**src/rtl/udp_pkt_rx.sv**
```systemverilog
// udp_pkt_rx: GMII receiver that filters Ethernet/IPv4/UDP frames for this node and streams the UDP payload.
// Define UDP_RX_CRC_CHECK_EN to additionally require a correct Ethernet FCS before pkt_ok is raised.
module udp_pkt_rx #(
   parameter logic [47:0] LOCAL_MAC  = 48'h000A3501FEC0,
   parameter logic [31:0] LOCAL_IP   = 32'hC0A80002,
   parameter logic [15:0] LOCAL_PORT = 16'd1234
) (
   input  logic       clk,
   input  logic       rst_n,
   input  logic       rx_dv,
   input  logic       rx_er,
   input  logic [7:0] rx_d,
   output logic [7:0] out_data,
   output logic       out_valid,
   output logic       out_sop,
   output logic       out_eop,
   output logic       pkt_done,
   output logic       pkt_ok
);

   typedef enum logic [2:0] {
      IDLE, PREAMBLE, ETH_HDR, IP_HDR, UDP_HDR, PAYLOAD, TAIL, DROP
   } state_t;

   state_t      state_q, state_d;
   logic [4:0]  cnt_q, cnt_d;
   logic [15:0] pay_cnt_q, pay_cnt_d;
   logic [2:0]  tail_cnt_q, tail_cnt_d;
   logic [7:0]  len_hi_q, len_hi_d;
   logic        mac_loc_q, mac_loc_d;
   logic        mac_bc_q, mac_bc_d;
   logic        first_q, first_d;
   logic        err_q, err_d;
   logic        armed_q, armed_d;
   logic [7:0]  out_data_q, out_data_d;
   logic        out_valid_q, out_valid_d;
   logic        out_sop_q, out_sop_d;
   logic        out_eop_q, out_eop_d;
   logic        pkt_done_q, pkt_done_d;
   logic        pkt_ok_q, pkt_ok_d;
   logic        crc_good;
   logic [2:0]  mac_idx;
   logic [1:0]  ip_idx;
   logic [15:0] udp_len;

   // Address fields arrive most-significant byte first.
   assign mac_idx = 3'd5 - cnt_q[2:0];
   assign ip_idx  = 2'd3 - cnt_q[1:0];
   assign udp_len = {len_hi_q, rx_d};

   // NOTE: every variable gets a default before the case so no latch can be inferred.
   always_comb begin
      state_d     = state_q;
      cnt_d       = cnt_q;
      pay_cnt_d   = pay_cnt_q;
      tail_cnt_d  = tail_cnt_q;
      len_hi_d    = len_hi_q;
      mac_loc_d   = mac_loc_q;
      mac_bc_d    = mac_bc_q;
      first_d     = first_q;
      err_d       = err_q;
      out_data_d  = out_data_q;
      out_valid_d = 1'b0;
      out_sop_d   = 1'b0;
      out_eop_d   = 1'b0;
      pkt_done_d  = 1'b0;
      pkt_ok_d    = 1'b0;
      // A frame may only start after rx_dv has been seen low, so a reset release mid-frame drops it.
      armed_d     = armed_q | ~rx_dv;

      case (state_q)
         IDLE: begin
            if (rx_dv) begin
               if (armed_q && !rx_er && rx_d == 8'h55) begin
                  state_d = PREAMBLE;
                  cnt_d   = 5'd1;
               end else begin
                  state_d = DROP;
               end
            end
         end
         PREAMBLE: begin
            if (!rx_dv)                              state_d = IDLE;
            else if (rx_er)                          state_d = DROP;
            else if (rx_d == 8'hD5) begin
               state_d   = ETH_HDR;
               cnt_d     = '0;
               mac_loc_d = 1'b1;
               mac_bc_d  = 1'b1;
               err_d     = 1'b0;
            end
            else if (rx_d == 8'h55 && cnt_q != 5'd7) cnt_d = cnt_q + 5'd1;
            else                                     state_d = DROP;
         end
         ETH_HDR: begin
            if (!rx_dv)     state_d = IDLE;
            else if (rx_er) state_d = DROP;
            else begin
               cnt_d = cnt_q + 5'd1;
               if (cnt_q < 5'd6) begin
                  mac_loc_d = mac_loc_q & (rx_d == LOCAL_MAC[{mac_idx, 3'b000} +: 8]);
                  mac_bc_d  = mac_bc_q & (rx_d == 8'hFF);
                  if (!mac_loc_d && !mac_bc_d) state_d = DROP;
               end else if (cnt_q == 5'd12) begin
                  if (rx_d != 8'h08) state_d = DROP;
               end else if (cnt_q == 5'd13) begin
                  state_d = (rx_d == 8'h00) ? IP_HDR : DROP;
                  cnt_d   = '0;
               end
            end
         end
         IP_HDR: begin
            if (!rx_dv)     state_d = IDLE;
            else if (rx_er) state_d = DROP;
            else begin
               cnt_d = cnt_q + 5'd1;
               if (cnt_q == 5'd0 && rx_d != 8'h45) state_d = DROP;
               if (cnt_q == 5'd9 && rx_d != 8'h11) state_d = DROP;
               if (cnt_q >= 5'd16 && rx_d != LOCAL_IP[{ip_idx, 3'b000} +: 8]) state_d = DROP;
               else if (cnt_q == 5'd19) begin
                  state_d = UDP_HDR;
                  cnt_d   = '0;
               end
            end
         end
         UDP_HDR: begin
            if (!rx_dv)     state_d = IDLE;
            else if (rx_er) state_d = DROP;
            else begin
               cnt_d = cnt_q + 5'd1;
               case (cnt_q)
                  5'd2: if (rx_d != LOCAL_PORT[15:8]) state_d = DROP;
                  5'd3: if (rx_d != LOCAL_PORT[7:0])  state_d = DROP;
                  5'd4: len_hi_d = rx_d;
                  5'd5: begin
                     if (udp_len < 16'd8) state_d = DROP;
                     else                 pay_cnt_d = udp_len - 16'd8;
                  end
                  5'd7: begin
                     first_d    = 1'b1;
                     tail_cnt_d = '0;
                     state_d    = (pay_cnt_q == 16'd0) ? TAIL : PAYLOAD;
                  end
                  default: ;
               endcase
            end
         end
         PAYLOAD: begin
            if (!rx_dv) begin
               pkt_done_d = 1'b1;
               state_d    = IDLE;
            end else begin
               out_valid_d = 1'b1;
               out_data_d  = rx_d;
               out_sop_d   = first_q;
               out_eop_d   = (pay_cnt_q == 16'd1);
               first_d     = 1'b0;
               err_d       = err_q | rx_er;
               pay_cnt_d   = pay_cnt_q - 16'd1;
               if (pay_cnt_q == 16'd1) state_d = TAIL;
            end
         end
         TAIL: begin
            if (!rx_dv) begin
               pkt_done_d = 1'b1;
               pkt_ok_d   = !err_q && tail_cnt_q >= 3'd4 && crc_good;
               state_d    = IDLE;
            end else begin
               err_d = err_q | rx_er;
               if (tail_cnt_q != 3'd4) tail_cnt_d = tail_cnt_q + 3'd1;
            end
         end
         DROP: begin
            if (!rx_dv) state_d = IDLE;
         end
         default: state_d = IDLE;
      endcase
   end

   // NOTE: sequential state uses non-blocking assignments so all flops sample pre-edge values.
   always_ff @(posedge clk or negedge rst_n) begin
      if (!rst_n) begin
         state_q     <= IDLE;
         cnt_q       <= '0;
         pay_cnt_q   <= '0;
         tail_cnt_q  <= '0;
         len_hi_q    <= '0;
         mac_loc_q   <= 1'b0;
         mac_bc_q    <= 1'b0;
         first_q     <= 1'b0;
         err_q       <= 1'b0;
         armed_q     <= 1'b0;
         out_data_q  <= 8'h00;
         out_valid_q <= 1'b0;
         out_sop_q   <= 1'b0;
         out_eop_q   <= 1'b0;
         pkt_done_q  <= 1'b0;
         pkt_ok_q    <= 1'b0;
      end else begin
         state_q     <= state_d;
         cnt_q       <= cnt_d;
         pay_cnt_q   <= pay_cnt_d;
         tail_cnt_q  <= tail_cnt_d;
         len_hi_q    <= len_hi_d;
         mac_loc_q   <= mac_loc_d;
         mac_bc_q    <= mac_bc_d;
         first_q     <= first_d;
         err_q       <= err_d;
         armed_q     <= armed_d;
         out_data_q  <= out_data_d;
         out_valid_q <= out_valid_d;
         out_sop_q   <= out_sop_d;
         out_eop_q   <= out_eop_d;
         pkt_done_q  <= pkt_done_d;
         pkt_ok_q    <= pkt_ok_d;
      end
   end

`ifdef UDP_RX_CRC_CHECK_EN
   localparam logic [31:0] CRC_RESIDUE = 32'hC704DD7B;

   logic [31:0] crc_q, crc_d, crc_rev;

   function automatic logic [31:0] crc_next(input logic [31:0] crc, input logic [7:0] d);
      logic [31:0] c;
      c = crc ^ {24'h0, d};
      for (int i = 0; i < 8; i++) c = c[0] ? ((c >> 1) ^ 32'hEDB88320) : (c >> 1);
      return c;
   endfunction

   always_comb begin
      crc_d = crc_q;
      if (state_q == PREAMBLE) crc_d = '1;
      else if (rx_dv && state_q inside {ETH_HDR, IP_HDR, UDP_HDR, PAYLOAD, TAIL})
         crc_d = crc_next(crc_q, rx_d);
      // The LSB-first register holds the residue bit-reversed.
      for (int i = 0; i < 32; i++) crc_rev[i] = crc_q[31-i];
   end

   always_ff @(posedge clk or negedge rst_n) begin
      if (!rst_n) crc_q <= '0;
      else        crc_q <= crc_d;
   end

   assign crc_good = (crc_rev == CRC_RESIDUE);
`else
   assign crc_good = 1'b1;
`endif

   assign out_data  = out_data_q;
   assign out_valid = out_valid_q;
   assign out_sop   = out_sop_q;
   assign out_eop   = out_eop_q;
   assign pkt_done  = pkt_done_q;
   assign pkt_ok    = pkt_ok_q;

endmodule

```
**config.mk**
```make
export PLATFORM = sky130hd
export DESIGN_NAME = udp_pkt_rx
export DESIGN_NICKNAME = d
export VERILOG_FILES = /design/src/rtl/udp_pkt_rx.sv
export SDC_FILE = /design/constraint.sdc
export NUM_CORES = 1
export LEC_CHECK = 0
export ABC_AREA = 0
export CORE_UTILIZATION = 54
export DETAILED_ROUTE_END_ITERATION = 16
export GPL_TIMING_DRIVEN = 0
export PLACE_DENSITY = 0.77
export SYNTH_ARGS = -nofsm -noshare
export SYNTH_HDL_FRONTEND = slang
export SYNTH_SLANG_ARGS = --single-unit
```
**constraint.sdc**
```tcl
create_clock -name clk -period 2.7 [get_ports clk]
set_input_delay 0.81 -clock clk [delete_from_list [all_inputs] [get_ports clk]]
set_output_delay 0.81 -clock clk [all_outputs]
set_load 0.02 [all_outputs]
```
==> results.sh <==
export IMPL_status="completed"
export IMPL_vias=3696
export IMPL_maxCapViolations=0
export IMPL_hold_viol_final=0
export IMPL_drc_errors=0
export IMPL_antenna_cells=0
export IMPL_maxSlewViolCount=0
export IMPL_grt_util_all_layers=0.305
export IMPL_final_setup_skew_ns=0.0104
export IMPL_grt_most_used_layer="met2"
export IMPL_cp_arrival_ns=2.88
export IMPL_cts_root_buf="clkbuf_8"
export IMPL_yosys_top_cells_count="dfrtp_1, nand2_1, nor2_1"
export IMPL_gp_congestion=0.947
export IMPL_ys_ff_latch=53
export IMPL_synthArstFlopShare=1.00
export IMPL_fin_crit_sh=0.994
export IMPL_synthToLayoutAreaGrowth_pct=18.9
export IMPL_grt_pass1_vias=3530
export IMPL_critical_path_max_fanout=10
export IMPL_p_per_area_nw_per_um2=892
export IMPL_min_path_type="in -> async"
export IMPL_ir_worst_vdd_mv=0.407
export IMPL_num_rows=30
export IMPL_design_area_um2=4520
export IMPL_antenna_found_initial=0
export IMPL_vias_per_cell=6.31
export IMPL_finalWorstPathRequiredPeriod_ns=2.68
export IMPL_postRouteAntennaNets=0
export IMPL_switching_share=0.455
export IMPL_start_util=0.559
export IMPL_p_leak_nw=1.85
export IMPL_yosysSeqAreaShare=0.349
export IMPL_routed_wl_um=10900
export IMPL_required_ns=2.90
export IMPL_synthFlopType="dfrtp_1"
export IMPL_pwr_share_seq=0.329
export IMPL_yosys_area_top_type="dfrtp_1"
export IMPL_grt_overflow=0
export IMPL_clkTransAtPathRegs_ns=0.10
export IMPL_clockBufferDepth=2
export IMPL_synth_edf_count=0
export IMPL_rsz0062_at_grt="true"
export IMPL_hpwlAfterDp_um=7400
export IMPL_clk_latency_ns=0.31
export IMPL_fin_cells=586
export IMPL_worst_pin_slew_ns=0.795
export IMPL_cts_buffers=5
export IMPL_grt_util_met1=0.433
export IMPL_relSlewSlack=0.469
export IMPL_critPathKind="in -> reg"
export IMPL_htreeDepth=2
export IMPL_synthCells=447
export IMPL_endpoint_kind="register"
export IMPL_firstDrtPassIters=5
export IMPL_max_freq_mhz=373
export IMPL_place_inst=565
export IMPL_die_h_um=85.9
export IMPL_ys_top_cells_by_area="dfrtp_1, nand2_1, ha_1, nor2_1, mux2_2"
export IMPL_synth_distinct_cells=70
export IMPL_p_comb_frac=0.557
export IMPL_grt_pass1_wl_um=17700
export IMPL_p_sw_mw=1.83
export IMPL_startpoint_type="input pin"
export IMPL_die_area_um2=7370
export IMPL_synth_top_area_frac=0.349
export IMPL_syn_nets=472
export IMPL_postPlaceCellArea_um2=4150
export IMPL_internal_power_mw=2.20
export IMPL_drive_above_1_share=0.159
export IMPL_nets=514
export IMPL_grt_max_degree=41
export IMPL_setup_viol=0
export IMPL_avgSynthCellArea_um2=8.50
export IMPL_cts_tree="done"
export IMPL_core_area_um2=6790
export IMPL_netlist_area_um2=3800
export IMPL_clockPowerShare=0.114
export IMPL_globalRouteMet2Util=0.486
export IMPL_die_width_um=85.9
export IMPL_yosys_warnings=0
export IMPL_pin_count=25
export IMPL_wl_per_cell_um=18.5
export IMPL_yosysMostFrequentCell="dfrtp_1"
export IMPL_cts_sinks=53
export IMPL_hold_buffers=0
export IMPL_drtIter0Drc=365
export IMPL_numPortBuffers=21
export IMPL_met3_usage=0.0395
area by class of cell:
class	count	area [um^2]
clock buffer	7	76.3
tap	96	120
sequential	53	1330
timing repair buffer	38	343
clock inverter	1	7.51
multi-input combinational	344	2410
buffer	29	166
fill	587	2280
inverter	18	67.6
flip-flops by register name, indices dropped and copies added (netlist names):
register	flops
err_q	1
len_hi_q	8
out_valid	1
state_q	3
mac_loc_q	1
pkt_done	1
cnt_q	5
tail_cnt_q	3
pay_cnt_q	16
out_sop	1
out_data	8
out_eop	1
first_q	1
mac_bc_q	1
armed_q	1
pkt_ok	1
layout by cell type (no fill, tap or decap), types with 5 or more instances in the layout:
cell type,count
ha_1,10
nor2_1,35
o21a_1,5
dfrtp_1,51
nor3_1,15
nor4_1,8
or3_1,10
o22a_1,11
buf_4,15
clkbuf_8,9
a21oi_1,21
nand3_1,11
xor2_1,8
nand2_1,52
clkbuf_2,7
clkdlybuf4s50_1,14
o31ai_1,10
inv_1,16
o21ai_1,5
o21ai_0,10
nand4_1,10
clkbuf_1,15
nand2b_1,5
mux2_2,9
xnor2_1,8
a2bb2oi_1,6
power groups by stage:
stage               clock, mW  sequential (mW)  combinational, mW
floorplan                   0             1.34               1.45
global placement            0             1.30               2.01
detailed placement          0             1.32               2.05
CTS                     0.468             1.31               2.15
global route            0.492             1.36               2.44
finish                  0.460             1.33               2.24
stage by stage:
step	setup TNS, ns	setup WS, ns	power [mW]	hold WS, ns	util
after floorplan	0	0.0170	2.79	0.413	-
after global placement	-62.44	-0.924	3.32	0.448	0.609
after detailed placement	-18.86	-0.945	3.38	0.456	0.611
after CTS	0	0.00455	3.93	0.409	0.656
after global routing	-0.0329	-0.0329	4.29	0.427	0.665
final	0	0.0174	4.03	0.402	0.665
layer usage:
metal  share of wire  routed length (um)  vias to the layer above
met1            0.45                4930                     1760
met4           0.024                 263                        0
met5               0                   0                        -
met2            0.46                5000                      181
li1                -                   -                     1723
met3           0.061                 663                       32
timing repair:
action	CTS	global route
cloned	0	0
setup endpoints to repair	24	28
hold endpoints to repair	0	0
setup buffers	15	1
pin swaps	6	6
resized for setup	36	23
cells by family (layout without fill, tap and decap cells):
| group | Yosys count | after routing | synth area share |
|---|---|---|---|
| flip-flops | 53 | 53 | 0.349 |
| buffers and inverters | 50 | 93 | 0.0524 |
| multiplexers | 15 | 15 | 0.0435 |
| XOR/XNOR | 16 | 16 | 0.0369 |
| AO/OA/AOI/OAI | 108 | 108 | 0.206 |
| adder cells (fa/ha/maj) | 14 | 14 | 0.0455 |
| AND/OR/NAND/NOR | 191 | 191 | 0.267 |
worst max-delay path, cell delays in order:
cell	delay, ns
dlygate4sd2_1	0.35
buf_2	0.32
and3_1	0.20
o211ai_1	0.09
a21oi_1	0.19
nand4_1	0.19
a41oi_4	0.38
mux2_1	0.35
path summary, 6_finish.rpt:
path                       slack (ns)  depth (start not counted)       endpoint           from
min                              0.40                          1  tail_cnt_q[1]          rst_n
max reg2reg                      0.04                          6     state_q[2]  pay_cnt_q[10]
max in group asynchronous        1.75                          2    len_hi_q[7]          rst_n
min in group clk                 0.48                          1         pkt_ok          err_q
min reg2reg                      0.48                          1         pkt_ok          err_q
max                              0.02                          8     state_q[2]        rx_d[6]
Note: power is estimated with default switching activity, not from simulation.
